## config.mk

```make
export PLATFORM = sky130hd
export DESIGN_NAME = bcd2bin_16
export DESIGN_NICKNAME = d
export VERILOG_FILES = /design/src/rtl/bcd2bin_16.sv
export SDC_FILE = /design/constraint.sdc
export NUM_CORES = 1
export LEC_CHECK = 0
export CAP_MARGIN = 20
export CORE_ASPECT_RATIO = 1.1
export CORE_MARGIN = 2
export CORE_UTILIZATION = 34
export CTS_BUF_LIST = sky130_fd_sc_hd__clkbuf_16
export CTS_CLUSTER_DIAMETER = 50
export CTS_CLUSTER_SIZE = 8
export DETAILED_ROUTE_END_ITERATION = 10
export RECOVER_POWER = 50
export SETUP_SLACK_MARGIN = 0.15
export SYNTH_ARGS = -nofsm -noshare
export SYNTH_HDL_FRONTEND = slang
export SYNTH_SLANG_ARGS = --single-unit
```

## constraint.sdc

```tcl
create_clock -name clk -period 1.4 [get_ports clk]
set_clock_uncertainty 0.2 [all_clocks]
set_input_delay 0.21 -clock clk [delete_from_list [all_inputs] [get_ports clk]]
set_output_delay 0.21 -clock clk [all_outputs]
set_load 0.01 [all_outputs]
```

## src/rtl/bcd2bin_16.sv

```systemverilog
// Sequential BCD-to-binary converter (reverse double-dabble).
// One shift/adjust iteration per clock, BW iterations per conversion.
module bcd2bin_16 #(
  parameter int NDIG = 4,
  parameter int BW   = 14
) (
  input  logic              clk,
  input  logic              reset,
  input  logic              en,
  input  logic [4*NDIG-1:0] bcd_in,
  output logic [BW-1:0]     bin_out,
  output logic              rdy,
  output logic              busy,
  output logic              err
);

  localparam int SW = 4*NDIG + BW;
  localparam int CW = $clog2(BW+1);
  localparam logic [CW-1:0] LAST = CW'(BW-1);

  typedef enum logic [1:0] {
    IDLE,
    SHIFT,
    DONE
  } state_e;

  state_e          state_q, state_d;
  logic [SW-1:0]   sr_q, sr_d;
  logic [SW-1:0]   sr_sh, sr_adj;
  logic [CW-1:0]   cnt_q, cnt_d;
  logic [BW-1:0]   bin_q, bin_d;
  logic            err_q, err_d;
  logic            bad_q, bad_d;
  logic            digit_bad;
  logic [3:0]      nib;

  always_comb begin
    digit_bad = 1'b0;
    for (int i = 0; i < NDIG; i++) begin
      if (bcd_in[4*i +: 4] > 4'd9) digit_bad = 1'b1;
    end
  end

  // Shift first, then fix up every upper-field nibble that landed >= 8.
  always_comb begin
    sr_sh  = sr_q >> 1;
    sr_adj = sr_sh;
    nib    = 4'd0;
    for (int i = 0; i < NDIG; i++) begin
      nib = sr_sh[BW + 4*i +: 4];
      if (nib >= 4'd8) sr_adj[BW + 4*i +: 4] = nib - 4'd3;
    end
  end

  always_comb begin
    state_d = state_q;
    sr_d    = sr_q;
    cnt_d   = cnt_q;
    bin_d   = bin_q;
    err_d   = err_q;
    bad_d   = bad_q;
    unique case (state_q)
      IDLE, DONE: begin
        if (en) begin
          state_d = SHIFT;
          err_d   = 1'b0;
          bad_d   = digit_bad;
          // Bad input takes a single pass through SHIFT.
          if (digit_bad) begin
            sr_d  = '0;
            cnt_d = LAST;
          end else begin
            sr_d  = {bcd_in, {BW{1'b0}}};
            cnt_d = '0;
          end
        end
      end
      SHIFT: begin
        sr_d  = sr_adj;
        cnt_d = cnt_q + 1'b1;
        if (cnt_q == LAST) begin
          state_d = DONE;
          bin_d   = bad_q ? '0 : sr_adj[BW-1:0];
          err_d   = bad_q;
          bad_d   = 1'b0;
        end
      end
      default: state_d = IDLE;
    endcase
  end

  always_ff @(posedge clk) begin
    if (reset) begin
      state_q <= IDLE;
      sr_q    <= '0;
      cnt_q   <= '0;
      bin_q   <= '0;
      err_q   <= 1'b0;
      bad_q   <= 1'b0;
    end else begin
      state_q <= state_d;
      sr_q    <= sr_d;
      cnt_q   <= cnt_d;
      bin_q   <= bin_d;
      err_q   <= err_d;
      bad_q   <= bad_d;
      if (state_q == SHIFT && cnt_q == LAST && !bad_q)
        assert (sr_adj[SW-1:BW] == '0);
    end
  end

  assign bin_out = bin_q;
  assign err     = err_q;
  assign rdy     = (state_q == DONE);
  assign busy    = (state_q == SHIFT);

endmodule

```

* Word level (Yosys, flattened, before mapping)
Index checks and enable logic that the tools add are counted.
** Storage, ports and cells
- Flip-flop bits (word level) :: 52
- Latch bits :: 0
- Memory bits (writable) :: 0
- Memory bits (read-only) :: 0
- Input port bits :: 19
- Output and inout port bits :: 17
- Memories :: 0
** Cells by class
- Add/sub/neg operators :: 5
- Multipliers :: 0
- Div/mod/pow operators :: 0
- Magnitude comparators :: 8
- Equal/unequal tests :: 5
- Shifts and indexed selects :: 0
- Muxes and demuxes :: 24
- Bitwise gates (word level) :: 0
- Reduce and logical (&&, ||, !) cells :: 7
** Operators with widths (count)
- $mux W30 :: 2
- $pmux W30 S2 :: 1
- $mux W4 :: 6
- $gt A4 B4 Y1 const B :: 4
- $mux W14 :: 1
- $ge A4 B4 Y1 const B :: 3
- $sub A4 B2 Y4 const B :: 3
- $mux W1 :: 8
- $pmux W4 S2 :: 1
- $reduce_and A2 Y1 :: 3
- $add A4 B1 Y4 const B :: 1
- $eq A4 B4 Y1 const B :: 1
- $ge A3 B4 Y1 const B :: 1
- $mux W2 :: 2
- $pmux W1 S2 :: 2
- $pmux W2 S2 :: 1
- $sub A3 B2 Y4 const B :: 1
- $reduce_and A3 Y1 :: 1
- $eq A2 B1 Y1 const B :: 1
- $eq A2 B2 Y1 const B :: 1
- $logic_not A2 Y1 :: 1
- $ne A2 B1 Y1 const B :: 1
- $ne A2 B2 Y1 const B :: 1
- $reduce_bool A2 Y1 :: 1
- $reduce_or A2 Y1 :: 1

* Longest topological paths before layout
- Word-level depth :: 8
- Mapped depth :: 8

* Least setup slack after synthesis
No wires, ideal clock.
- Path kind :: register to register
- Start :: reg cnt_q[0]
- End :: reg bin_q[0], in the netlist bin_out[0]
- Arrival time :: 1261 ps
- Data required time :: 1065 ps
- Path slack :: -197 ps
- Stages on the path, launching flop included :: 8
- Path buffers :: 2
- Period minus slack after synthesis :: 1597 ps
- Path through :: dfxtp_1 ha_1 nand3_1 or2_1 buf_2 buf_6 nand2_1 a21oi_1
** On the way
- Longest elaborated chain between the ends :: 2
** RTL lines
- start: declaration :: line 30 : logic [CW-1:0] cnt_q, cnt_d;
- start signal: assignment :: line 103 : cnt_q <= cnt_d;
- $eq A4 B4 Y1
- $reduce_and A2 Y1 (no source line)
- end signal: assignment :: line 104 : bin_q <= bin_d;
- end: declaration :: line 31 : logic [BW-1:0] bin_q, bin_d;
Every way passes these cells.
A chain may end at the register's enable or synchronous reset.

* Worst setup path in the final report
- Start :: reg state_q[1]
- End :: reg sr_q[21]
** On the way
- Longest elaborated chain between the ends :: 4
- Elaborated cells between the ends (all ways) :: 8
- Classes of those cells :: eq/ne (3); mux (1); reduce/logical (4)
** RTL lines
- start: declaration :: line 27 : state_e state_q, state_d;
- start signal: assignment :: line 101 : state_q <= state_d;
- $eq A2 B2 Y1 or $logic_not A2 Y1 (tied branches) :: line 62 : unique case (state_q)
- $reduce_or A2 Y1 :: line 62
- $ne A2 B2 Y1 (no source line) or $reduce_bool A2 Y1 (tied branches)
- $reduce_and A2 Y1 (no source line)
- end signal: assignment :: line 102 : sr_q <= sr_d;
- end: declaration :: line 28 : logic [SW-1:0] sr_q, sr_d;
Parallel ways exist; a longest one is shown, timed or not.

==> report_table.html <==
<table>
<tr><th>Metric</th><th>Value</th></tr>
<tr><th colspan="2">Cells and area</th></tr>
<tr><td>Syn-to-layout area delta</td><td>63.4%</td></tr>
<tr><td>Multi-input logic area</td><td>approximately 1700 sq um</td></tr>
<tr><td>Fraction of final layout cells sized beyond drive strength 1</td><td>0.554</td></tr>
<tr><td>Total of fill cells in the finished design</td><td>around 580</td></tr>
<tr><td>Antenna cells</td><td>0</td></tr>
<tr><td>Most frequent cells in the layout</td><td>40 x dfxtp_1, 33 x buf_4, 26 x nor2_1</td></tr>
<tr><td>Register area</td><td>approximately 1000 sq um</td></tr>
<tr><td>Most common cell after layout, fill and taps aside</td><td>dfxtp_1</td></tr>
<tr><td>Post-layout net count</td><td>around 370</td></tr>
<tr><th colspan="2">Floorplan</th></tr>
<tr><td>I/O pin count</td><td>36</td></tr>
<tr><td>Die Width</td><td>between 80 and 90 microns</td></tr>
<tr><td>Placement Rows</td><td>31</td></tr>
<tr><td>Initial Util</td><td>0.354</td></tr>
<tr><td>Height of the die</td><td>91.4 microns</td></tr>
<tr><td>Die Footprint</td><td>~7600 sq um</td></tr>
<tr><td>Core footprint</td><td>approximately 6700 sq um</td></tr>
<tr><th colspan="2">Critical path</th></tr>
<tr><td>CP max FO</td><td>5</td></tr>
<tr><td>Data arrival time at the worst-slack endpoint</td><td>~1.5 ns</td></tr>
<tr><td>Largest delay contributor family on the critical path</td><td>flip-flops</td></tr>
<tr><td>Critical Path RT</td><td>~1.4 ns</td></tr>
<tr><td>Worst setup EP type</td><td>register</td></tr>
<tr><td>Worst setup SP type</td><td>register</td></tr>
<tr><td>WP depth</td><td>6</td></tr>
<tr><td>Worst setup path class</td><td>register to register</td></tr>
<tr><td>Buf+Inv Stages, Crit Path</td><td>2</td></tr>
<tr><td>R2R depth</td><td>6</td></tr>
<tr><td>Slowest cell on the critical path</td><td>dfxtp_2</td></tr>
<tr><td>Worst-case register-to-register setup slack</td><td>-0.13 ns</td></tr>
<tr><td>List of cells traversed by the critical path</td><td>nand2b_4 &gt; buf_6 &gt; buf_12 &gt; nor3b_4 &gt; a311oi_2 &gt; nor3_1</td></tr>
<tr><td>Worst stage delay on the critical path</td><td>approximately 0.33 ns</td></tr>
<tr><th colspan="2">Job</th></tr>
<tr><td>Reported max-cap violation count</td><td>0</td></tr>
<tr><th colspan="2">Pwr</th></tr>
<tr><td>Switching power total</td><td>991 uW</td></tr>
<tr><td>Overall Power</td><td>about 3.6 mW</td></tr>
<tr><td>Clock share of power</td><td>0.324</td></tr>
<tr><td>Power density over the cells</td><td>between 900 and 1000 nW/um^2</td></tr>
<tr><td>Switch share</td><td>0.275</td></tr>
<tr><td>Internal power</td><td>between 2 and 3 mW</td></tr>
<tr><td>Sequential cell fraction of total power</td><td>0.440</td></tr>
<tr><td>Maximum vdd drop</td><td>~0.94 mV</td></tr>
<tr><td>Lkg Pwr</td><td>about 1.4 nW</td></tr>
<tr><td>Power share of the combinational group</td><td>0.236</td></tr>
<tr><th colspan="2">Logic synthesis</th></tr>
<tr><td>Register bit total from synthesis</td><td>51</td></tr>
<tr><td>Syn_nets</td><td>290</td></tr>
<tr><td>Top cell type's share of synthesized area</td><td>0.432</td></tr>
<tr><td>Cell accounting for the most synthesized area</td><td>dfxtp_1</td></tr>
<tr><td>Library cells used by synthesis</td><td>between 40 and 50</td></tr>
<tr><td>Top cells by area, synth</td><td>dfxtp_1 43%, a21oi_1 6.6%, a22oi_1 4.8%</td></tr>
<tr><td>Cell count after synthesis</td><td>between 200 and 300</td></tr>
<tr><td>Synthesized cell area</td><td>~2400 sq um</td></tr>
<tr><td>Share of synthesized area occupied by flip-flops and latches</td><td>0.432</td></tr>
<tr><td>Syn. warnings</td><td>0</td></tr>
<tr><td>Average cell area after synthesis</td><td>8.99 sq um</td></tr>
<tr><th colspan="2">Timing</th></tr>
<tr><td>Transition time of the tightest slew-check pin</td><td>between 0.4 and 0.5 ns</td></tr>
<tr><td>Setup repair after global routing missed its margin</td><td>yes</td></tr>
<tr><td>Headroom to the max-slew limit</td><td>0.683</td></tr>
<tr><td>Final Worst Setup Slack</td><td>-0.133 ns</td></tr>
<tr><td>Final number of setup-violating endpoints</td><td>46</td></tr>
<tr><td>Period utilization</td><td>1.09</td></tr>
<tr><td>Top achievable clock speed</td><td>around 650 MHz</td></tr>
<tr><td>Final hold vios</td><td>0</td></tr>
<tr><td>Count of final max-slew check failures</td><td>0</td></tr>
<tr><td>Clock period minus final worst setup slack</td><td>1.53 ns</td></tr>
<tr><td>Final setup TNS</td><td>-2.41 ns</td></tr>
<tr><th colspan="2">GRT</th></tr>
<tr><td>Total congestion overflow</td><td>0</td></tr>
<tr><td>Via count of the first global-routing pass</td><td>2148</td></tr>
<tr><td>Global Route Usage Sum</td><td>0.165</td></tr>
<tr><td>Global-route wire length before repair</td><td>about 10 mm</td></tr>
<tr><td>Met1 track demand over resource</td><td>0.216</td></tr>
<tr><td>Met3 demand-to-capacity share in global routing</td><td>0.0282</td></tr>
<tr><td>Busiest layer in global routing</td><td>met2</td></tr>
<tr><td>Number of antenna violations at the first check in global routing</td><td>0</td></tr>
<tr><td>Met2 usage in global routing</td><td>0.276</td></tr>
<tr><td>Maximum number of pins on one net before global-route repair</td><td>34</td></tr>
<tr><th colspan="2">Detailed routing</th></tr>
<tr><td>DRT antenna net count</td><td>0</td></tr>
<tr><td>Drt drc</td><td>0</td></tr>
<tr><td>Via density</td><td>just over 5</td></tr>
<tr><td>Average wire length per cell after detail routing</td><td>15.1 microns</td></tr>
<tr><td>DRT iter0 DRCs</td><td>88</td></tr>
<tr><td>Total wirelength of the detailed-routed design</td><td>between 6 and 7 mm</td></tr>
<tr><td>Drt pass-1 iters</td><td>4</td></tr>
<tr><td>Vias</td><td>2165</td></tr>
<tr><th colspan="2">Placed design</th></tr>
<tr><td>GPL Wtd Cong</td><td>~0.74</td></tr>
<tr><td>Detail Placement HPWL</td><td>between 3 and 4 mm</td></tr>
<tr><td>Port Buffer Count</td><td>35</td></tr>
<tr><th colspan="2">Clock tree</th></tr>
<tr><td>Maximum level of the CTS H-tree</td><td>2</td></tr>
<tr><td>TritonCTS clock tree</td><td>yes</td></tr>
<tr><td>Clock sinks</td><td>51</td></tr>
<tr><td>Inserted Clock Buffers</td><td>5</td></tr>
<tr><td>Clock input transition at the sequential cells of the worst setup and hold paths</td><td>0.07 ns</td></tr>
<tr><td>Clk Latency, worst-skew pair</td><td>approximately 0.28 ns</td></tr>
<tr><td>Maximum clock insertion buffer count</td><td>2</td></tr>
<tr><td>Cell chosen for the clock root</td><td>clkbuf_16</td></tr>
<tr><th colspan="2">Run status</th></tr>
<tr><td>Result of the run</td><td>complete, but fails checks</td></tr>
<tr><td>Failing checks</td><td>setup timing</td></tr>
<tr><th colspan="2">Min path</th></tr>
<tr><td>Cell count of the worst hold path</td><td>3</td></tr>
<tr><td>Path type of the worst min-delay path</td><td>primary input to register</td></tr>
</table>
==> cells in the mapped netlist, drive strengths merged <==
| cell | instances |
|---|---|
| ha | 8 |
| or2 | 2 |
| o21ai | 7 |
| a221oi | 2 |
| nand2 | 19 |
| a31oi | 6 |
| and2b | 1 |
| o2111a | 1 |
| inv | 7 |
| xor2 | 1 |
| nor2b | 2 |
| nor3 | 6 |
| buf | 15 |
| clkbuf | 6 |
| a311oi | 3 |
| nand3 | 9 |
| mux2 | 1 |
| dfxtp | 51 |
| nand3b | 14 |
| clkinv | 1 |
| a211oi | 4 |
| nand4 | 1 |
| and4 | 1 |
| mux2i | 3 |
| a21oi | 33 |
| o22ai | 1 |
| nor3b | 3 |
| xnor2 | 5 |
| nor2 | 28 |
| a32oi | 1 |
| nand2b | 6 |
| a22oi | 15 |
==> stage by stage <==
| step | worst slack [ns] | area (sq um) | utilization | std cells | hold WS, ns |
|---|---|---|---|---|---|
| after floorplan | -0.107 | 2580 | - | 263 | 0.149 |
| final | -0.133 | 3860 | 0.579 | 425 | 0.122 |
| after global placement | -0.389 | 3260 | 0.488 | 405 | 0.241 |
| after detailed placement | -0.417 | 3260 | 0.488 | 405 | 0.246 |
| after global routing | -0.168 | 3860 | 0.579 | 425 | 0.129 |
| after CTS | -0.0807 | 3570 | 0.535 | 420 | 0.106 |
==> power groups by stage <==
stage          registers, mW  clock network, mW  logic [mW]
2_1_floorplan           1.60                  0       0.411
3_3_place_gp            1.61                  0       0.646
3_5_place_dp            1.61                  0       0.652
4_1_cts                 1.58               1.18       0.740
5_1_grt                 1.59               1.23       0.912
6_report                1.58               1.17       0.852
==> what timing repair did <==
item | in CTS | in global routing
gates resized for setup | 126 | 57
setup endpoints to repair | 68 | 55
pin swaps | 36 | 31
cloned | 1 | 3
buffers inserted | 6 | 2
hold buffers | 0 | 0
==> logic make-up (layout without fill, tap and decap cells) <==
family	Yosys count	after routing	synth area share
and+or+nand+nor	92	92	0.208
AOI/OAI and AO/OA	73	73	0.199
DFF	51	51	0.432
buffers and inverters	29	109	0.0778
adders and majority gates	8	8	0.0424
xor gates and xnor gates	6	6	0.0222
muxes	4	4	0.0191
==> per-layer routing <==
layer,part of all wire,vias up
met5,0,-
met2,0.49,44
met1,0.46,1028
met3,0.028,8
met4,0.019,0
li1,-,1085
==> final cells by class <==
type                       instances  share of cell area
tap                               82              0.0266
clock inverter                     3             0.00324
inverter                           8              0.0110
multi-input combinational        183               0.427
sequential                        51               0.270
timing repair buffer              93               0.229
clock buffer                       5              0.0324
==> worst register-to-register path, delay by kind of cell, from the launching register on <==
| family | cells | cell delay, ns |
|---|---|---|
| flip-flops | 1 | 0.33 |
| AND/OR/NAND/NOR | 3 | 0.31 |
| buffers and inverters | 2 | 0.29 |
| AO/OA/AOI/OAI | 1 | 0.29 |
==> state kept, by name, summed over array words and instances (netlist names) <==
name	count
sr_q	29
state_q	2
err	1
bad_q	1
cnt_q	4
bin_out	14
==> path summary, 6_finish.rpt <==
path,endpoint,from
max,sr_q[21],state_q[1]
max reg2reg,sr_q[21],state_q[1]
min,state_q[1],reset
min reg2reg,bin_out[12],bin_out[12]
(Power assumes the default switching activity.)
